File: config.mk
export PLATFORM = sky130hd
export DESIGN_NAME = control_sequencer
export DESIGN_NICKNAME = d
export VERILOG_FILES = /design/src/rtl/control_sequencer.sv
export SDC_FILE = /design/constraint.sdc
export NUM_CORES = 1
export LEC_CHECK = 0
export BUFFER_PORTS_ARGS = -buffer_cell sky130_fd_sc_hd__buf_2
export CAP_MARGIN = 40
export CORE_UTILIZATION = 45
export DETAILED_ROUTE_END_ITERATION = 12
export GPL_TIMING_DRIVEN = 0
export MAX_ROUTING_LAYER = met4
export PLACE_DENSITY = 0.77
export RECOVER_POWER = 25
export REMOVE_ABC_BUFFERS = 1
export SKIP_CTS_REPAIR_TIMING = 1
export SLEW_MARGIN = 15
export SYNTH_ARGS = -nofsm -noshare
export SYNTH_HDL_FRONTEND = slang
export SYNTH_SLANG_ARGS = --single-unit
export TNS_END_PERCENT = 100
File: constraint.sdc
create_clock -name clk -period 4.2 [get_ports clk]
set_input_delay 0.63 -clock clk [delete_from_list [all_inputs] [get_ports clk]]
set_output_delay 0.63 -clock clk [all_outputs]
set_load 0.01 [all_outputs]
File: src/rtl/control_sequencer.sv
// control_sequencer: micro-op sequencer for the SAP-style 8-bit CPU.
// Walks T-states T0..T(NUM_T-1) and decodes opcode x stage into the
// 15-bit control word. It supports early end of short instructions, a stall
// input, a sticky HALT stage and instruction-boundary strobes.
module control_sequencer #(
    parameter int OPCODE_W  = 4,
    parameter int NUM_T     = 6,
    parameter int STAGE_W   = 3,
    parameter int EARLY_END = 1
) (
    input  logic                clk,
    input  logic                rst_n,
    input  logic [OPCODE_W-1:0] opcode,
    input  logic                step_en,
    output logic [14:0]         ctrl,
    output logic [STAGE_W-1:0]  stage,
    output logic                halted,
    output logic                instr_start,
    output logic                instr_done
);

    // Bit map 14..0: C_P,E_P,L_P,/L_MA,/L_MD,/CE,/L_R,/L_I,/E_I,/L_A,E_A,S_U,E_U,/L_B,/L_O
    localparam logic [14:0] IDLE_WORD = 15'h0FE3;

    localparam logic [STAGE_W-1:0] ST_T0   = STAGE_W'(0);
    localparam logic [STAGE_W-1:0] ST_T1   = STAGE_W'(1);
    localparam logic [STAGE_W-1:0] ST_T2   = STAGE_W'(2);
    localparam logic [STAGE_W-1:0] ST_T3   = STAGE_W'(3);
    localparam logic [STAGE_W-1:0] ST_T4   = STAGE_W'(4);
    localparam logic [STAGE_W-1:0] ST_T5   = STAGE_W'(5);
    localparam logic [STAGE_W-1:0] ST_LAST = STAGE_W'(NUM_T - 1);
    localparam logic [STAGE_W-1:0] ST_IDLE = STAGE_W'(NUM_T);
    localparam logic [STAGE_W-1:0] ST_HALT = STAGE_W'(NUM_T + 1);

    typedef enum logic [3:0] {
        OP_HLT = 4'd0,
        OP_NOP = 4'd1,
        OP_ADD = 4'd2,
        OP_SUB = 4'd3,
        OP_LDA = 4'd4,
        OP_OUT = 4'd5,
        OP_STA = 4'd6,
        OP_JMP = 4'd7
    } op_e;

    logic [STAGE_W-1:0] stage_q;
    logic [STAGE_W-1:0] stage_d;
    op_e                op;
    logic [STAGE_W-1:0] last_used;
    logic               is_final;
    logic [14:0]        word;

    // Opcode classification: wide or undefined opcodes behave as NOP.
    always_comb begin
        op = OP_NOP;
        if (((opcode >> 4) == '0) && (opcode[3] == 1'b0)) begin
            op = op_e'(opcode[3:0]);
        end
    end

    // Last stage each instruction needs, and whether the current stage ends it.
    always_comb begin
        case (op)
            OP_HLT, OP_OUT, OP_JMP: last_used = ST_T3;
            OP_LDA, OP_STA:         last_used = ST_T4;
            OP_ADD, OP_SUB:         last_used = ST_T5;
            default:                last_used = ST_T2;
        endcase
        if (EARLY_END != 0) begin
            is_final = (stage_q == last_used);
        end else begin
            is_final = (stage_q == ST_LAST);
        end
    end

    // Control word for the current T-state (fetch, then per-opcode execute).
    always_comb begin
        word = IDLE_WORD;
        if (stage_q == ST_T0) begin
            word = 15'h27E3;
        end else if (stage_q == ST_T1) begin
            word = 15'h4FE3;
        end else if (stage_q == ST_T2) begin
            word = 15'h0D63;
        end else begin
            case (op)
                OP_LDA: begin
                    if (stage_q == ST_T3)      word = 15'h07A3;
                    else if (stage_q == ST_T4) word = 15'h0DC3;
                end
                OP_ADD: begin
                    if (stage_q == ST_T3)      word = 15'h07A3;
                    else if (stage_q == ST_T4) word = 15'h0DE1;
                    else if (stage_q == ST_T5) word = 15'h0FC7;
                end
                OP_SUB: begin
                    if (stage_q == ST_T3)      word = 15'h07A3;
                    else if (stage_q == ST_T4) word = 15'h0DE1;
                    else if (stage_q == ST_T5) word = 15'h0FCF;
                end
                OP_STA: begin
                    if (stage_q == ST_T3)      word = 15'h07A3;
                    else if (stage_q == ST_T4) word = 15'h0EF3;
                end
                OP_OUT: begin
                    if (stage_q == ST_T3)      word = 15'h0FF2;
                end
                OP_JMP: begin
                    if (stage_q == ST_T3)      word = 15'h1FA3;
                end
                default: word = IDLE_WORD;
            endcase
        end
    end

    // Next-stage and output decode; stalls emit IDLE_WORD so no load/increment repeats.
    always_comb begin
        stage_d     = stage_q;
        ctrl        = IDLE_WORD;
        halted      = 1'b0;
        instr_start = 1'b0;
        instr_done  = 1'b0;
        if (stage_q == ST_HALT) begin
            halted = 1'b1;
        end else if (stage_q == ST_IDLE) begin
            if (step_en) begin
                stage_d = ST_T0;
            end
        end else if (stage_q < ST_IDLE) begin
            if (step_en) begin
                ctrl        = word;
                instr_start = (stage_q == ST_T0);
                if ((op == OP_HLT) && (stage_q == ST_T3)) begin
                    instr_done = 1'b1;
                    stage_d    = ST_HALT;
                end else if (is_final) begin
                    instr_done = 1'b1;
                    stage_d    = ST_T0;
                end else begin
                    stage_d = stage_q + 1'b1;
                end
            end
        end else begin
            stage_d = ST_IDLE;
        end
    end

    // Stage register; reset parks the sequencer in IDLE.
    always_ff @(posedge clk or negedge rst_n) begin
        if (!rst_n) begin
            stage_q <= ST_IDLE;
        end else begin
            stage_q <= stage_d;
        end
    end

    assign stage = stage_q;

endmodule

* Yosys cells after proc, flatten, opt, wreduce, memory -nomap -nowiden
Cells that the tools add are included.
Cells by class: $add $sub $neg 1, $mul 0, div/mod/pow operators 0, $lt $le $gt $ge 1, equal/unequal tests 16, shift operators 0, multiplexer cells 39, bitwise logic cells 1, reductions and logical operators 7
Operators with widths (count):
- 2-to-1 mux 15 bit | 7
- one-hot mux 15 bit (6 select lines) | 1
- 2-to-1 mux 12 bit | 4
- 2-to-1 mux 10 bit | 3
- == test 3 bit (second input constant) | 8
- 2-to-1 mux 3 bit | 7
- 2-to-1 mux 13 bit | 1
- == test 3 x 2 -> 1 bit (second input constant) | 4
- 2-to-1 mux 6 bit | 2
- 2-to-1 mux 1 bit | 11
- 2-to-1 mux 9 bit | 1
- one-hot mux 3 bit (3 select lines) | 1
- 2-to-1 mux 5 bit | 1
- zero test 4 bit | 1
- != test 2 bit (second input constant) | 2
- OR reduction 2 bit | 2
- adder 3 x 1 -> 3 bit (second input constant) | 1
- == test 3 x 1 -> 1 bit (second input constant) | 1
- == test 3 bit | 1
- zero test 3 bit | 1
- < comparator 3 bit (second input constant) | 1
- AND reduction 3 bit | 1
- OR reduction 3 bit | 1
- logical AND 1 bit | 1
- NOT 1 bit | 1
Word-level totals: register bits 3, latch bits 0, bits in writable memories 0, ROM bits 0, output and inout port bits 21, logic and storage cells 66, memories 0

* Longest topological paths before layout
word-level depth 12, gate-level depth with buffers 7

* Least setup slack after synthesis
No wires, ideal clock.
path type register to output, start point register stage_q[0], in the netlist stage[0], end point output ctrl[12], arrival time 1817 ps, data required time 3570 ps, slack 1753 ps, cell stages (with the launch flop) 6, path through dfrtp_1 ha_1 ha_1 nand3b_2 nor4_2 and4_1
On the way: cells in the longest elaborated chain, start to end 10, elaborated cells between the ends (all ways) 16
RTL lines:
- from (decl) | RTL line 46 | logic [STAGE_W-1:0] stage_q;
- from (signal assigned) | RTL line 153 | stage_q <= stage_d;
- == test 3 x 2 -> 1 bit
- 2-to-1 mux 13 bit | RTL line 109 | if (stage_q == ST_T3) word = 15'h1FA3;
- one-hot mux 15 bit (6 select lines) | RTL line 86 | case (op)
- 2-to-1 mux 15 bit | RTL line 83 | end else if (stage_q == ST_T2) begin
- 2-to-1 mux 15 bit | RTL line 81 | end else if (stage_q == ST_T1) begin
- 2-to-1 mux 15 bit | RTL line 79 | if (stage_q == ST_T0) begin
- 2-to-1 mux 15 bit | RTL line 130 | if (step_en) begin
- 2-to-1 mux 15 bit | RTL line 129 | end else if (stage_q < ST_IDLE) begin
- 2-to-1 mux 15 bit | RTL line 125 | end else if (stage_q == ST_IDLE) begin
- 2-to-1 mux 15 bit (*) | RTL line 123 | if (stage_q == ST_HALT) begin
- to (decl) | RTL line 15 | output logic [14:0] ctrl,
Every way passes the cells marked *; elsewhere a longest branch is shown, timed or not.

* Worst setup path after layout
start point register stage_q[2], in the netlist stage[2], end point output ctrl[9]
On the way: cells in the longest elaborated chain, start to end 11, elaborated cells between the ends (all ways) 22
RTL lines (RTL line):
- == test 3 bit | 89, 93, 98
- 2-to-1 mux 10 bit (on tied branches) | 98, 89, 93
- 2-to-1 mux 12 bit (on tied branches) | 97, 88, 92
- one-hot mux 15 bit (6 select lines) | 86
- 2-to-1 mux 15 bit | 83
- 2-to-1 mux 15 bit | 81
- 2-to-1 mux 15 bit | 79
- 2-to-1 mux 15 bit | 130
- 2-to-1 mux 15 bit | 129
- 2-to-1 mux 15 bit | 125
- 2-to-1 mux 15 bit (*) | 123
Marks and branches as above.

==> results.cfg <==
[clocking]
clkTransAtPathRegs_ns = 0.03
cts_htree_levels = 1
insertion_delay_ns = 0.22
clockBufferDepth = 2
root_buffer = clkbuf_4
cts_buffers = 3
clock_sinks = 3
cts_tree = done

[place]
portBuffers = 26
dp_hpwl_mm = 1.12
gp_congestion = 0.812
dpl_cell_area_um2 = 743

[critical_path]
critPathLaunchType = register
crit_buf_inv = 2
slowest_delay_ns = 0.75
cp_top_family = flip-flops
crit_fanout = 13
arrival_ns = 2.49
worst_path_max_delay_cell = dfstp_1
path_cells = inv_1 > ha_1 > nand3b_1 > nor2_1 > a21oi_1 > or3_1 > buf_2
required_ns = 3.57
cp-end-kind = output pin
ff2ff_setup_slack_ns = 2.07
r2r_start = stage[2]
criticalPathCategory = register to output pin
startpoint = stage[2]

[finish]
drive_above_1_share = 0.321
finalNetCount = 123
synthToLayoutAreaGrowth_pct = 21.4
diodes = 0
final_area_um2 = 767
largest_register_ffs = 3
layout_common_cells = buf_2, nor2_1, ha_1, inv_1, nand2_1
final_common_cell = buf_2

[global_route]
grt_first_pass_wirelength_mm = 2.10
grt_pass1_vias = 490
grt_max_degree = 14
grt_overflow = 0
antenna_found_initial = 0
track_usage = 0.194

[run]
maxCapViolations = 0

[logic_synthesis]
syn_area_um2 = 632
synth-seq-area-share = 0.123
synth-edff-count = 0
async_flop_share = 1.00
synth_seq_cells = 3
syn_area_per_cell_um2 = 7.61
ys_warn_count = 0
synth_flop_cell = dfstp_2
ys_types = 43
netlist_instances = 83

[power]
total_power_mw = 0.431
irDropWorstVdd_v = 0.000355
power_density_nw_per_um2 = 562
p_leak_nw = 0.361

[die]
initial_core_util = 0.486
rows = 13
die_h_um = 39.5
dieWidth_um = 39.5
top_level_ports = 28
die_area_um2 = 1560
core_area_um2 = 1300

[status]
status = finished clean

[detailed_routing]
via_count = 668
ant_nets = 0
routedWlPerCell_um = 11.5
drc_errors = 0
drt_wl_total_mm = 1.43
drt_iter0_markers = 9
via_per_inst = 5.39
first_pass_iters = 4

[timing]
whs_ns = 0.199
period_minus_slack_ns = 3.12
hold_viol_final = 0
fmax_ghz = 0.320
setup_viol = 0
finalCritPeriodShare = 0.744
maxSlewViolCount = 0
final.setup_skew_ns = 0.00127
setup-tns-final_ns = 0
rsz0062_at_grt = false

[worst_hold_path]
hp-class = input port to async pin
-- cells by family after synthesis --
| kind of cell | after synthesis | synth area share |
|---|---|---|
| AOI/OAI and AO/OA | 20 | 0.242 |
| DFF | 3 | 0.123 |
| adders and majority gates | 6 | 0.119 |
| buffers and inverters | 10 | 0.0950 |
| muxes | 2 | 0.0317 |
| xor gates and xnor gates | 1 | 0.0139 |
| and+or+nand+nor | 40 | 0.370 |
| other | 1 | 0.00593 |
-- final cells by class --
cell class	count	area (um^2)
Tap cell	15	18.8
Clock buffer	4	26.3
Fill cell	136	534
Multi-Input combinational cell	70	494
Timing Repair Buffer	26	128
Inverter	6	22.5
Sequential cell	3	77.6
-- where the power goes --
part | switching [mW] | total, mW | internal, mW
Sequential | 0.0341 | 0.0828 | 0.0486
Combinational | 0.173 | 0.300 | 0.127
Clock | 0.0124 | 0.0479 | 0.0354
Total | 0.220 | 0.431 | 0.212
-- cells in the mapped netlist (2+ instances only) --
cell      count  area, um^2
nor2_1       10        37.5
o21ai_0       4        20.0
a31o_1        2        17.5
a21oi_1       3        15.0
and2_1        2        12.5
mux2i_1       2        20.0
nand2b_1      3        18.8
and3b_1       2        17.5
o211ai_1      2        15.0
nand2_1       5        18.8
nor3_1        3        15.0
buf_4         2        15.0
nand4_1       2        12.5
inv_1         5        18.8
ha_1          6        75.1
dfstp_2       2        52.6
buf_6         2        22.5
-- metal layers --
metal / track usage / part of all wire / vias to the layer above
li1: - / - / 345
met1: 0.246 / 0.47 / 310
met2: 0.340 / 0.50 / 11
met3: 0 / 0.018 / 2
met4: 0.0517 / 0.0098 / 0
met5: - / 0 / -
-- final timing paths --
path,end,cells past startpoint
setup / recovery,ctrl[9],7
hold / removal,stage[0],1
setup reg to reg,stage[2],6
hold reg to reg,stage[0],1
max in group asynchronous,stage[1],1
min in group clk,stage[0],1
-- per-stage QoR --
stage          instances  setup slack, ns   util
5_1_grt              124            0.895  0.589
6_report             124             1.08  0.589
3_5_place_dp         120             1.50  0.571
2_1_floorplan         79             1.75      -
3_3_place_gp         120             1.53  0.571
4_1_cts              124             1.26  0.591
(Power assumes the default switching activity.)
